`config.mk`:
```
export PLATFORM = sky130hd
export DESIGN_NAME = time_param_timer
export DESIGN_NICKNAME = d
export VERILOG_FILES = /design/src/rtl/time_param_pkg.sv /design/src/rtl/interval_countdown.sv /design/src/rtl/time_param_timer.sv
export SDC_FILE = /design/constraint.sdc
export NUM_CORES = 1
export LEC_CHECK = 0
export BUFFER_PORTS_ARGS = -buffer_cell sky130_fd_sc_hd__buf_2
export CAP_MARGIN = 0
export CORE_MARGIN = 3
export CORE_UTILIZATION = 45
export CTS_BUF_LIST = sky130_fd_sc_hd__clkbuf_16
export DETAILED_ROUTE_END_ITERATION = 8
export HOLD_SLACK_MARGIN = 0.08
export PLACE_DENSITY_LB_ADDON = 0.25
export SYNTH_ARGS = -nofsm -noshare
export SYNTH_HDL_FRONTEND = slang
export SYNTH_HIERARCHICAL = 1
export SYNTH_SLANG_ARGS = --single-unit
```
`constraint.sdc`:
```
create_clock -name clk -period 1.9 [get_ports clk]
set_input_delay 0 -clock clk [delete_from_list [all_inputs] [get_ports clk]]
set_output_delay 0 -clock clk [all_outputs]
set_load 0.01 [all_outputs]
```
`src/rtl/time_param_pkg.sv`:
```
// Shared constants for the traffic-light interval/countdown block: interval
// indices and the default duration (seconds) of each interval.
package time_param_pkg;

  localparam int VAL_W_DEF     = 4;
  localparam int NUM_INTERVALS_DEF = 4;

  localparam int IDX_BASE = 0;
  localparam int IDX_EXT  = 1;
  localparam int IDX_YEL  = 2;
  localparam int IDX_WALK = 3;

  localparam int DEF_BASE = 6;
  localparam int DEF_EXT  = 3;
  localparam int DEF_YEL  = 2;
  localparam int DEF_WALK = 4;

endpackage

```
`src/rtl/interval_countdown.sv`:
```
// Single countdown register: load has priority over the 1 Hz tick, and a
// one-cycle expired pulse marks the tick that takes remaining from 1 to 0.
module interval_countdown
  import time_param_pkg::*;
#(
  parameter int VAL_W = VAL_W_DEF
) (
  input  logic             clk,
  input  logic             rst_n,
  input  logic             load,
  input  logic [VAL_W-1:0] load_value,
  input  logic             one_hz_enable,
  output logic [VAL_W-1:0] remaining,
  output logic             busy,
  output logic             expired
);

  logic [VAL_W-1:0] r_remaining;
  logic             r_expired;

  // NOTE: sequential state uses non-blocking assignments so every register
  // samples pre-edge values regardless of statement order.
  always_ff @(posedge clk or negedge rst_n) begin
    if (!rst_n) begin
      r_remaining <= '0;
      r_expired   <= 1'b0;
    end else begin
      r_expired <= 1'b0;
      if (load) begin
        // A tick in the same cycle is dropped, so the load buys N full ticks.
        r_remaining <= load_value;
      end else if (one_hz_enable && (r_remaining != '0)) begin
        r_remaining <= r_remaining - 1'b1;
        r_expired   <= (r_remaining == VAL_W'(1));
      end
    end
  end

  assign remaining = r_remaining;
  assign busy      = (r_remaining != '0);
  assign expired   = r_expired;

endmodule

```
`src/rtl/time_param_timer.sv`:
```
// Programmable interval durations with per-interval defaults, plus a countdown
// that the traffic-light FSM starts on a chosen interval.
module time_param_timer
  import time_param_pkg::*;
#(
  parameter int NUM_INTERVALS = NUM_INTERVALS_DEF,
  parameter int VAL_W         = VAL_W_DEF,
  parameter int SEL_W         = (NUM_INTERVALS > 1) ? $clog2(NUM_INTERVALS) : 1,
  parameter logic [NUM_INTERVALS*VAL_W-1:0] DEFAULTS =
    {VAL_W'(DEF_WALK), VAL_W'(DEF_YEL), VAL_W'(DEF_EXT), VAL_W'(DEF_BASE)}
) (
  input  logic             clk,
  input  logic             rst_n,
  input  logic [SEL_W-1:0] Selector,
  input  logic [VAL_W-1:0] Time_value,
  input  logic             Prog_Sync,
  input  logic [SEL_W-1:0] interval,
  output logic [VAL_W-1:0] value,
  input  logic             start_timer,
  input  logic             one_hz_enable,
  output logic [VAL_W-1:0] remaining,
  output logic             busy,
  output logic             expired
);

  logic [VAL_W-1:0] w_param [NUM_INTERVALS];
  logic             w_sel_valid;
  logic             w_int_valid;
  logic             w_load;

  assign w_sel_valid = (int'(Selector) < NUM_INTERVALS);
  assign w_int_valid = (int'(interval) < NUM_INTERVALS);

  for (genvar i = 0; i < NUM_INTERVALS; i++) begin : g_param
    localparam logic [VAL_W-1:0] DEF = DEFAULTS[i*VAL_W +: VAL_W];
    logic [VAL_W-1:0] r_val;

    // NOTE: this small register file is reset element by element because the
    // defaults must be valid immediately after reset; large RAMs would not be.
    always_ff @(posedge clk or negedge rst_n) begin
      if (!rst_n) begin
        r_val <= DEF;
      end else if (Prog_Sync && w_sel_valid && (Selector == SEL_W'(i))) begin
        r_val <= (Time_value == '0) ? DEF : Time_value;
      end
    end

    assign w_param[i] = r_val;
  end

  // The countdown loads from the registered value, so a same-cycle write is
  // not seen until the next start.
  assign value  = w_int_valid ? w_param[interval] : '0;
  assign w_load = start_timer && w_int_valid;

  interval_countdown #(
    .VAL_W(VAL_W)
  ) u_countdown (
    .clk          (clk),
    .rst_n        (rst_n),
    .load         (w_load),
    .load_value   (value),
    .one_hz_enable(one_hz_enable),
    .remaining    (remaining),
    .busy         (busy),
    .expired      (expired)
  );

endmodule

```
== Word-level counts from Yosys, hierarchy flattened ==
Cells that the tools add are included.
Word-level totals
  input port bits: 13
  output and inout bits: 10
  register bits after elaboration: 21
  logic and storage cells: 33
Cells by class
  equal/unequal tests: 4
  bitwise operators: 1
  muxes and demuxes: 11
  order comparisons: 1
  reduce and logical (&&, ||, !) cells: 9
  add/subtract/negate cells: 1
Operators by type and width (number)
  2-to-1 mux 4 bit: 8
  binary-select mux 4 bit (select 2 bit): 1
  logical AND 1 bit: 5
  == test 2 bit, second input constant: 2
  == test 4 x 1 -> 1 bit, second input constant: 1
  zero test 4 bit: 1
  nonzero test 4 bit: 1
  subtractor 4 x 1 -> 4 bit, second input constant: 1
  greater-or-equal comparator 3 bit, second input constant: 1
  NOT 2 -> 3 bit: 1
  == test 2 x 1 -> 1 bit, second input constant: 1
  zero test 2 bit: 1
  2-to-1 mux 1 bit: 2
  nonzero test 2 bit: 1

== Logic depth before layout (Yosys ltp) ==
  word-level depth: 5
  mapped depth: 6
  mapped depth without buffers: 6

== Hierarchy ==
The synthesis kept the hierarchy.
Modules (own cells, without submodules)
  time_param_timer: times used 1, sequential area each 407.9 µm², area each 799.5 µm², cells an instance 55
  interval_countdown: times used 1, sequential area each 125.1 µm², area each 300.3 µm², cells an instance 33

== Worst setup path before layout ==
Ideal clock, no wire load.
  path type: reg-to-reg
  start point: register u_countdown.r_remaining[0] (netlist: u_countdown/remaining[0])
  end point: register u_countdown.r_expired (netlist: u_countdown/expired)
  clock period less this slack: 1562 ps
  path slack: 338 ps
  setup time: 86 ps
  arrival: 1476 ps
  path buffers: 0
  stages on the path, launching flop included: 5
  required time: 1814 ps
  path through: dfrtp_1 -> inv_1 -> ha_1 -> or4b_2 -> nor3_1
Between the ends
  cells in the longest elaborated chain, start to end: 4
  elaborated cells on any way between the ends: 5
  classes of those cells: eq/ne: 1; mux: 2; reduce/logical: 2
Ends and longest elaborated chain
  from (decl): RTL line interval_countdown.sv:18  | logic [VAL_W-1:0] r_remaining;
  from (signal assigned): RTL line interval_countdown.sv:31  | r_remaining <= load_value;
  from (signal assigned): RTL line interval_countdown.sv:33  | r_remaining <= r_remaining - 1'b1;
  nonzero test 4 bit: RTL line interval_countdown.sv:32  | end else if (one_hz_enable && (r_remaining != '0)) begin
  logical AND 1 bit: RTL line interval_countdown.sv:32
  2-to-1 mux 1 bit (*): RTL line interval_countdown.sv:32
  2-to-1 mux 1 bit (*): RTL line interval_countdown.sv:29  | if (load) begin
  to (signal assigned): RTL line interval_countdown.sv:34  | r_expired <= (r_remaining == VAL_W'(1));
  to (decl): RTL line interval_countdown.sv:19  | logic r_expired;
Mark *: on every way between the ends. The rest lies on a longest branch, timed or not.
A chain may end at the register's enable or synchronous reset.

== Worst setup path in the final report ==
Ends and elaborated chain as after synthesis.

==> results.sh <==
export IMPL_drv_cap=0
export IMPL_path_clk_slew_ns=0.06
export IMPL_antenna_cells=0
export IMPL_cp_end_kind="flip-flop"
export IMPL_die_w_um=55.4
export IMPL_antenna_found_initial=0
export IMPL_crit_fanout=5
export IMPL_place_ws_ns=0.229
export IMPL_htreeDepth=1
export IMPL_io_buffers=22
export IMPL_grt_total_usage=0.174
export IMPL_area_growth_pct=24.0
export IMPL_start_util=0.488
export IMPL_cts_sinks=21
export IMPL_crit_slowest_cell="or4b_2"
export IMPL_synth_async_sr_flop_share=1.00
export IMPL_outcome="complete, no violations"
export IMPL_clock_power_share=0.321
export IMPL_clockBufferDepth=2
export IMPL_yosysUniqueCellTypes=32
export IMPL_p_switching_mw=0.358
export IMPL_rsz0062_at_grt="false"
export IMPL_grt_pass1_vias=876
export IMPL_swShare=0.265
export IMPL_max_freq_mhz=612
export IMPL_setup_viol=0
export IMPL_synth_avg_cell_area_um2=12.5
export IMPL_nets=132
export IMPL_final_min_clock_period_ns=1.63
export IMPL_fp_dieH_um=55.4
export IMPL_drt_wirelength_per_cell_um=16.5
export IMPL_postRouteAntennaNets=0
export IMPL_vias_per_cell=5.63
export IMPL_critical_path_class="reg2reg"
export IMPL_cts_tree="yes"
export IMPL_p_leak_nw=0.595
export IMPL_pin_count=23
export IMPL_ys_seq_area_frac=0.485
export IMPL_ys_flop_type="dfrtp_1"
export IMPL_std_cell_rows=17
export IMPL_hp_class="in2reg"
export IMPL_syn_area_um2=1100
export IMPL_fin_tns_setup_ns=0
export IMPL_drc=0
export IMPL_final_hold_viol_count=0
export IMPL_cts_root_buf="clkbuf_16"
export IMPL_globalRoute_totalOverflow=0
export IMPL_synth_nets=103
export IMPL_path_cells="inv_1 > ha_1 > or4b_2 > nor3_1"
export IMPL_postCtsSetupRepairBufs=0
export IMPL_path_buf_inv=1
export IMPL_drt_total_wl_mm=2.37
export IMPL_postSynthCellCount=88
export IMPL_cpLargestDelayFamily="simple AND/OR/NAND/NOR gates"
export IMPL_p_seq_frac=0.446
export IMPL_numCtsBuffers=3
export IMPL_insertion_delay_ns=0.25
export IMPL_skew_ns=0.00389
export IMPL_yosys_warnings=6
export IMPL_crit_required_ns=2.06
export IMPL_ir_drop_uv=563
export IMPL_core_area_um2=2250
export IMPL_grt_pass1_wl_mm=4.25
export IMPL_synth_edf_count=0
export IMPL_maxSlewHeadroom=0.688
export IMPL_intPower_mw=0.993
export IMPL_worstPathArrival_ns=1.80
export IMPL_p_per_area_nw_per_um2=991
export IMPL_pwr_share_comb=0.233
export IMPL_place_gp_congestion=0.826
export IMPL_die_area_um2=3070
export IMPL_synth_seq_cells=21
export IMPL_fin_crit_sh=0.860
export IMPL_drive_gt1_frac=0.431
export IMPL_drt_pass1_iterations=4
export IMPL_final_max_slew_viol_count=0
export IMPL_dp_cells=134
export IMPL_cpPeakStageDelay_ns=0.68
export IMPL_grt_max_degree=22
export IMPL_drtIter0Drc=18
export IMPL_fin_ws_ns=0.266
export IMPL_vias=811
export IMPL_tightest_slew_ns=0.468
export IMPL_instances_no_fill=144
export IMPL_startpoint_type="flip-flop"
power by group through the flow:
stage | Combinational, mW | Sequential, mW | Clock, mW
after CTS | 0.318 | 0.600 | 0.433
after floorplan | 0.195 | 0.600 | 0
after detailed placement | 0.306 | 0.607 | 0
final | 0.315 | 0.602 | 0.434
after global placement | 0.295 | 0.601 | 0
after global routing | 0.350 | 0.616 | 0.461
Yosys cell counts, drive strengths merged, types with 2 or more instances:
master	instances	area share
a21oi	4	0.018
a22oi	3	0.020
buf	3	0.019
dfrtp	15	0.34
dfstp	6	0.14
ha	2	0.023
inv	7	0.024
mux2	10	0.10
mux4	4	0.082
nand2	2	0.0068
nand3b	2	0.014
nor3	3	0.014
nor3b	2	0.018
nor4bb	3	0.027
o21ai	3	0.014
o31a	2	0.016
or3	3	0.017
or4b	3	0.027
routing by layer:
layer	vias to the layer above	share of wire	track usage
met2	19	0.51	0.294
met4	0	0.0051	0.0486
li1	391	-	-
met3	2	0.040	0.0327
met1	399	0.45	0.227
met5	-	0	0
flip-flops by register name, indices dropped and copies added (netlist names):
register / count
u_countdown/expired: 1
u_countdown/remaining: 4
g_param.r_val: 16
cells by family after synthesis:
| logic type | count (synthesis) | share of synthesized area |
|---|---|---|
| AOI/OAI and AO/OA | 16 | 0.100 |
| adders and majority gates | 2 | 0.0227 |
| buffers and inverters | 11 | 0.0466 |
| DFF | 21 | 0.485 |
| muxes | 14 | 0.184 |
| and+or+nand+nor | 24 | 0.162 |
final timing paths:
check / startpoint / endpoint / slack, ns / cells after the start
max reg2reg: u_countdown/remaining[0]$_DFFE_PN0P_ / u_countdown/expired$_DFF_PN0_ / 0.27 / 4
min: Time_value[3] / g_param[2].r_val[3]$_DFFE_PN0P_ / 0.09 / 2
max: u_countdown/remaining[0]$_DFFE_PN0P_ / u_countdown/expired$_DFF_PN0_ / 0.27 / 4
min reg2reg: g_param[1].r_val[1]$_DFFE_PN1P_ / g_param[1].r_val[1]$_DFFE_PN1P_ / 0.49 / 2
max in group asynchronous: rst_n / g_param[2].r_val[1]$_DFFE_PN1P_ / 1.32 / 2
min in group asynchronous: rst_n / g_param[0].r_val[0]$_DFFE_PN0P_ / 0.23 / 2
through the flow:
stage,total power [mW],utilization,area (um2),hold WS [ns]
6_report,1.35,0.605,1360,0.0941
3_3_place_gp,0.896,0.541,1220,-0.0161
4_1_cts,1.35,0.603,1360,0.0952
2_1_floorplan,0.795,-,1100,-0.296
5_1_grt,1.43,0.605,1360,0.103
3_5_place_dp,0.913,0.541,1220,-0.0133
layout make-up:
class	count	area [um2]
clock buffers	3	75.1
clock inverters	1	3.75
fillers	196	891
inverters	7	26.3
multi-input cells	56	520
flip-flops and latches	21	533
well taps	28	35.0
repair buffers	28	170
cell usage in the layout, fill, tap and decap left out:
master         Yosys  routed
nor2b_1            1       1
o21ai_0            3       3
nor4bb_1           3       3
nand3_1            1       1
dfrtp_1           15      15
a31o_2             1       1
or4b_1             2       2
nor3b_2            1       2
nand3b_1           2       2
nand2b_1           1       1
o22a_1             1       1
nor4b_1            1       1
a22oi_1            3       3
buf_2              2      22
a21oi_1            4       4
a32oi_1            1       1
dfstp_2            6       6
nor3_1             3       3
nand2_1            2       2
clkbuf_16          0       3
and4b_2            1       1
mux4_2             4       4
or4b_2             1       1
a2bb2oi_1          1       1
mux2_2            10      10
o31a_1             2       2
dlygate4sd3_1      0       6
or3_1              3       3
inv_1              7       8
ha_1               2       2
nor2_1             1       1
repair_timing:
action | CTS | global route
hold buffers | 6 | 0
setup endpoints to repair | 0 | 1
endpoints found under the hold margin | 31 | 0
resized for setup | 0 | 1
No activity file was read; power rests on OpenSTA's default activity.
